--- src/rtl/spad_access_ctrl.sv ---
// Round-robin read/write arbitration in front of a 1R1W scratchpad.
// Define RAW_BYPASS_EN to forward write data to a colliding read instead of stalling it.
module spad_access_ctrl #(
  parameter int NUM_REQ       = 4,
  parameter int DATA_BITWIDTH = 16,
  parameter int ADDR_BITWIDTH = 10
) (
  input  logic                               clk,
  input  logic                               reset,
  input  logic [NUM_REQ-1:0]                 rd_valid,
  input  logic [NUM_REQ*ADDR_BITWIDTH-1:0]   rd_addr,
  output logic [NUM_REQ-1:0]                 rd_ready,
  output logic [NUM_REQ-1:0]                 rsp_valid,
  output logic [DATA_BITWIDTH-1:0]           rsp_data,
  input  logic [NUM_REQ-1:0]                 wr_valid,
  input  logic [NUM_REQ*ADDR_BITWIDTH-1:0]   wr_addr,
  input  logic [NUM_REQ*DATA_BITWIDTH-1:0]   wr_data,
  output logic [NUM_REQ-1:0]                 wr_ready,
  output logic                               spad_read_req,
  output logic [ADDR_BITWIDTH-1:0]           spad_r_addr,
  output logic                               spad_write_en,
  output logic [ADDR_BITWIDTH-1:0]           spad_w_addr,
  output logic [DATA_BITWIDTH-1:0]           spad_w_data,
  input  logic [DATA_BITWIDTH-1:0]           spad_r_data
);

  localparam int IW = (NUM_REQ > 1) ? $clog2(NUM_REQ) : 1;

  logic [IW-1:0]            rd_ptr_q, rd_ptr_d;
  logic [IW-1:0]            wr_ptr_q, wr_ptr_d;
  logic [NUM_REQ-1:0]       rsp_valid_q;
  logic [IW-1:0]            rd_g, wr_g;
  logic                     rd_any, wr_any;
  logic [ADDR_BITWIDTH-1:0] rd_a_g, wr_a_g;
  logic [DATA_BITWIDTH-1:0] wr_d_g;
  logic                     coll, rd_go, rd_mem, wr_go;

  // Scan from p upward with wrap; lowest distance from p wins.
  function automatic logic [IW:0] rr_pick(
    input logic [NUM_REQ-1:0] v,
    input logic [IW-1:0]      p
  );
    logic [IW:0] res;
    logic [IW:0] idx;
    res = '0;
    for (int k = NUM_REQ - 1; k >= 0; k--) begin
      idx = {1'b0, p} + (IW+1)'(k);
      if (idx >= (IW+1)'(NUM_REQ))
        idx = idx - (IW+1)'(NUM_REQ);
      if (v[idx[IW-1:0]])
        res = {1'b1, idx[IW-1:0]};
    end
    return res;
  endfunction

  function automatic logic [IW-1:0] nxt(input logic [IW-1:0] g);
    return (g == IW'(NUM_REQ - 1)) ? '0 : g + IW'(1);
  endfunction

  always_comb begin
    {rd_any, rd_g} = rr_pick(rd_valid, rd_ptr_q);
    {wr_any, wr_g} = rr_pick(wr_valid, wr_ptr_q);
  end

  assign rd_a_g = rd_addr[rd_g*ADDR_BITWIDTH +: ADDR_BITWIDTH];
  assign wr_a_g = wr_addr[wr_g*ADDR_BITWIDTH +: ADDR_BITWIDTH];
  assign wr_d_g = wr_data[wr_g*DATA_BITWIDTH +: DATA_BITWIDTH];
  assign coll   = rd_any & wr_any & (rd_a_g == wr_a_g);
  assign wr_go  = wr_any & ~reset;

`ifdef RAW_BYPASS_EN
  assign rd_go  = rd_any & ~reset;
  assign rd_mem = rd_go & ~coll;
`else
  assign rd_go  = rd_any & ~coll & ~reset;
  assign rd_mem = rd_go;
`endif

  assign rd_ready      = rd_go ? (NUM_REQ'(1) << rd_g) : '0;
  assign wr_ready      = wr_go ? (NUM_REQ'(1) << wr_g) : '0;
  assign spad_read_req = rd_mem;
  assign spad_r_addr   = rd_a_g;
  assign spad_write_en = wr_go;
  assign spad_w_addr   = wr_a_g;
  assign spad_w_data   = wr_d_g;
  assign rsp_valid     = rsp_valid_q;

  assign rd_ptr_d = rd_go ? nxt(rd_g) : rd_ptr_q;
  assign wr_ptr_d = wr_go ? nxt(wr_g) : wr_ptr_q;

  always_ff @(posedge clk or posedge reset) begin
    if (reset) begin
      rd_ptr_q    <= '0;
      wr_ptr_q    <= '0;
      rsp_valid_q <= '0;
    end else begin
      rd_ptr_q    <= rd_ptr_d;
      wr_ptr_q    <= wr_ptr_d;
      rsp_valid_q <= rd_ready;
    end
  end

`ifdef RAW_BYPASS_EN
  logic                     byp_sel_q, byp_sel_d;
  logic [DATA_BITWIDTH-1:0] byp_q, byp_d;

  assign byp_sel_d = rd_go & coll;
  assign byp_d     = byp_sel_d ? wr_d_g : byp_q;

  always_ff @(posedge clk or posedge reset) begin
    if (reset) begin
      byp_sel_q <= 1'b0;
      byp_q     <= '0;
    end else begin
      byp_sel_q <= byp_sel_d;
      byp_q     <= byp_d;
    end
  end

  assign rsp_data = byp_sel_q ? byp_q : spad_r_data;
`else
  assign rsp_data = spad_r_data;
`endif

endmodule

--- config.mk ---
export PLATFORM = sky130hd
export DESIGN_NAME = spad_access_ctrl
export DESIGN_NICKNAME = d
export VERILOG_FILES = /design/src/rtl/spad_access_ctrl.sv
export SDC_FILE = /design/constraint.sdc
export NUM_CORES = 1
export LEC_CHECK = 0
export ABC_AREA = 0
export CAP_MARGIN = 5
export CORE_AREA = 2 2 91 93
export CTS_BUF_LIST = sky130_fd_sc_hd__clkbuf_2
export DETAILED_ROUTE_END_ITERATION = 10
export DIE_AREA = 0 0 93 95
export GPL_TIMING_DRIVEN = 0
export PLACE_DENSITY = 0.81
export SYNTH_ARGS = -nofsm -noshare
export SYNTH_HDL_FRONTEND = slang
export SYNTH_SLANG_ARGS = --single-unit
--- constraint.sdc ---
create_clock -name clk -period 3.66 [get_ports clk]
set_input_delay 0.366 -clock clk [delete_from_list [all_inputs] [get_ports clk]]
set_output_delay 0.366 -clock clk [all_outputs]
set_load 0.1 [all_outputs]
==> Flow_metrics.wiki <==
{| class="wikitable"
! Metric !! Value
|-
| Antenna-violating nets left || 0
|-
| Length of the first detailed-routing pass in iterations || 4
|-
| Fmax || between 0.2 and 0.3 GHz
|-
| Worst max-slew margin expressed relative to the limit || 30.99%
|-
| Final cell utilization of the core || 61.02%
|-
| Critical path endpoint category || output port
|-
| Iteration-0 DRC count of the detailed router || 65
|-
| DR vias/cell || 4.721
|-
| Number of nets in the final layout || 638
|-
| Number of top-level design ports || 236
|-
| Average cell area after synthesis || 8.699 µm²
|-
| Wirelength per Cell || ~16 µm
|-
| Clock root buffer || sky130_fd_sc_hd__clkbuf_2
|-
| Htree depth || 1
|-
| Cell area after placement || 4644 µm²
|-
| Total Negative Setup Slacks || 0 ns
|-
| Data arrival time at the worst-slack endpoint || 3.14 ns
|-
| CTS sink cnt || 8
|-
| Total standard cell area after synthesis || between 2000 and 2500 µm²
|-
| Worst hold path class || in -> async
|-
| Clock-pin transition on the worst setup and hold timing paths || 0.09 ns
|-
| Wire length of the first global-routing pass || 13,030 µm
|-
| Max Cap Violations || 0
|-
| Tcrit/Tclk final || 95.81%
|-
| Buffers on Ports || 219
|-
| Synthesis Warnings || 0
|-
| Sequential share of the synthesized area || about a tenth
|-
| Overall via count from detail_route || 2,658
|-
| Floorplan row count || 33
|-
| Pin count of the biggest net entering global routing || 12
|-
| Insertion delay of the later-clocked pin in the worst-skew pair || roughly 0.25 ns
|-
| Least-Margin Pin Slew || 1.039 ns
|-
| Area of the placeable core || 7928 µm²
|-
| Number of hold-slack violations in the final timing report || 0
|-
| Endpoint required time on the critical path || 3.29 ns
|-
| Overall die area || 8835 µm²
|-
| Worst setup path class || in -> out
|-
| Share of layout cells above drive strength 1 || 23.36%
|-
| Overall die width || a little over 90 µm
|-
| Number of distinct standard cells referenced by the synthesized netlist || 34
|-
| Leak pwr || 0.002017 µW
|-
| Final-report setup violation count || 0
|-
| Slack of the worst reg-to-reg path || 0.74 ns
|-
| Wirelength, routed || 8763 µm
|-
| Cts bufs inserted || 3
|-
| Commonest non-fill, non-tap cells in the layout || sky130_fd_sc_hd__clkdlybuf4s50_1 (176), sky130_fd_sc_hd__mux2i_1 (47), sky130_fd_sc_hd__mux2i_4 (25), sky130_fd_sc_hd__buf_4 (24), sky130_fd_sc_hd__a21oi_1 (21)
|-
| Post-synthesis async set-or-reset flop share || 100.0%
|-
| Dominant synthesized flop cell || sky130_fd_sc_hd__dfrtp_1
|-
| TritonCTS clock tree || yes
|-
| Capture point of the worst reg-to-reg path || rd_ptr_q[1]
|-
| Total power divided by cell area || ~730 nW/µm²
|-
| Run status || completed
|-
| R2r startpoint || wr_ptr_q[1]
|-
| Syn_nets || slightly above 400
|-
| Pins over their slew limit || 0
|-
| IR Drop Worst-Case VDD || 0.5731 mV
|-
| Critical Path Source Type || input port
|-
| Placer Congestion || 0.8201
|-
| DIE HEIGHT || 95 µm
|-
| Finished Cell Area || 4837 µm²
|-
| Crit-path max FO || 10
|-
| Number of buffers between clock root and the deepest sink || 2
|-
| Vias in the first global route || 2,708
|-
| Post-DP HPWL || 7477 µm
|-
| Number of cell instances on the worst register-to-register path || 11
|-
| Residual DRC || 0
|-
| Starting density of the core || 25.35%
|-
| Final worst path period need || 3.507 ns
|-
| Total global routing overflow || 0
|-
| Number of synthesized register bits || 8
|-
| Count of hold buffers inserted by post-cts repair || 0
|-
| Antenna violations before repair || 0
|-
| Number of enable flip-flop cells after synthesis || 0
|-
| Most common cell after layout, fill and taps aside || sky130_fd_sc_hd__clkdlybuf4s50_1
|-
| Filler Cells Inserted || 664
|-
| Global Route Usage Sum || between 10% and 20%
|-
| Antenna diode count || 0
|-
| Number of instances in the synthesized netlist || 231
|-
| Worst setup slack after layout || 0.1534 ns
|-
| Worst setup slack after placement || -1.177 ns
|-
| Worst setup skew after layout || just over 0.01 ns
|-
| Synth-to-Final Area Change || 140.7%
|}
[where the power goes]
part / switching, µW / total (µW) / internal [µW]
logic: 2300 / 3350 / 1050
clock network: 33.0 / 55.3 / 22.3
registers: 25.3 / 141 / 116
total: 2360 / 3550 / 1190
[registers in the layout, summed over array words and instances (netlist names)]
| name | cells |
|---|---|
| rsp_valid | 4 |
| rd_ptr_q | 2 |
| wr_ptr_q | 2 |
[cells in the mapped netlist, drive strengths merged (2+ instances only)]
master  number  share of area, %
nand2        2              0.37
clkbuf       7               1.3
buf         25               9.4
ha           8               5.0
nor4         3               2.0
xor2        10               4.4
and3        16               5.0
nor2         5              0.93
and2         9               2.9
dfrtp        8                10
mux2i       79                39
nor3         3               1.0
mux2         2               1.3
nor2b        3              0.93
inv          7               1.3
a21oi       21               5.2
a211oi      16               6.0
[critical path: stages]
cell                              delay, ns
sky130_fd_sc_hd__clkdlybuf4s50_1       0.54
sky130_fd_sc_hd__a21oi_1               0.09
sky130_fd_sc_hd__o21a_1                0.17
sky130_fd_sc_hd__o22a_2                0.28
sky130_fd_sc_hd__buf_6                 0.19
sky130_fd_sc_hd__mux2i_2               0.17
sky130_fd_sc_hd__mux2i_4               0.17
sky130_fd_sc_hd__clkdlybuf4s50_1       1.16
[how the worst max path moves through the flow]
stage                     start             end  slack [ns]  depth (start not counted)
floorplan           wr_valid[2]     rd_ready[0]       -0.32                         11
global route        rd_valid[0]     rd_ready[3]      -0.009                         12
detailed placement  wr_valid[2]     rd_ready[0]       -1.18                         13
global placement    wr_valid[2]     rd_ready[3]       -1.13                         13
CTS                 wr_valid[2]     rd_ready[3]       0.002                         13
finish              rd_valid[0]  spad_r_addr[8]        0.15                          8
[logic make-up after synthesis]
kind of cell,count (synthesis),synth area share (%)
AOI/OAI and AO/OA,43,14.57
DFF,8,9.963
xor gates and xnor gates,10,4.358
adders and majority gates,8,4.982
muxes,81,40.66
buffers and inverters,39,12.02
and+or+nand+nor,42,13.45
[metrics by stage]
step                hold WS [ns]  total power (µW)  std cells
global placement          0.5493              3452        555
finish                    0.4104              3547        563
floorplan                 0.1896              2732        231
CTS                       0.4114              3548        561
detailed placement        0.5678              3475        555
global route              0.4160              3701        563
[final cells by class]
class | instances | area [µm²] | share of cell area, %
sequential | 8 | 200.2 | 4.139
clock buffer | 3 | 15.01 | 0.3104
timing repair buffer | 225 | 2241 | 46.33
inverter | 7 | 33.78 | 0.6984
multi-input combinational | 184 | 1963 | 40.58
tap | 105 | 131.4 | 2.716
buffer | 31 | 252.7 | 5.225
[routing by layer]
layer | GRT usage, % | up-vias | routed length (µm)
met5 | 0 | - | 0
met4 | 6.250 | 0 | 170
met3 | 2.474 | 10 | 538
met2 | 34.60 | 127 | 4763
met1 | 22.42 | 1219 | 3290
li1 | - | 1302 | -
[repair_timing]
action	4_1_cts	5_1_grt
pin swaps	4	5
endpoints found under the setup margin	42	12
cloned	0	0
buffers inserted	4	2
gates resized for setup	124	9
No activity file was read; power rests on OpenSTA's default activity.
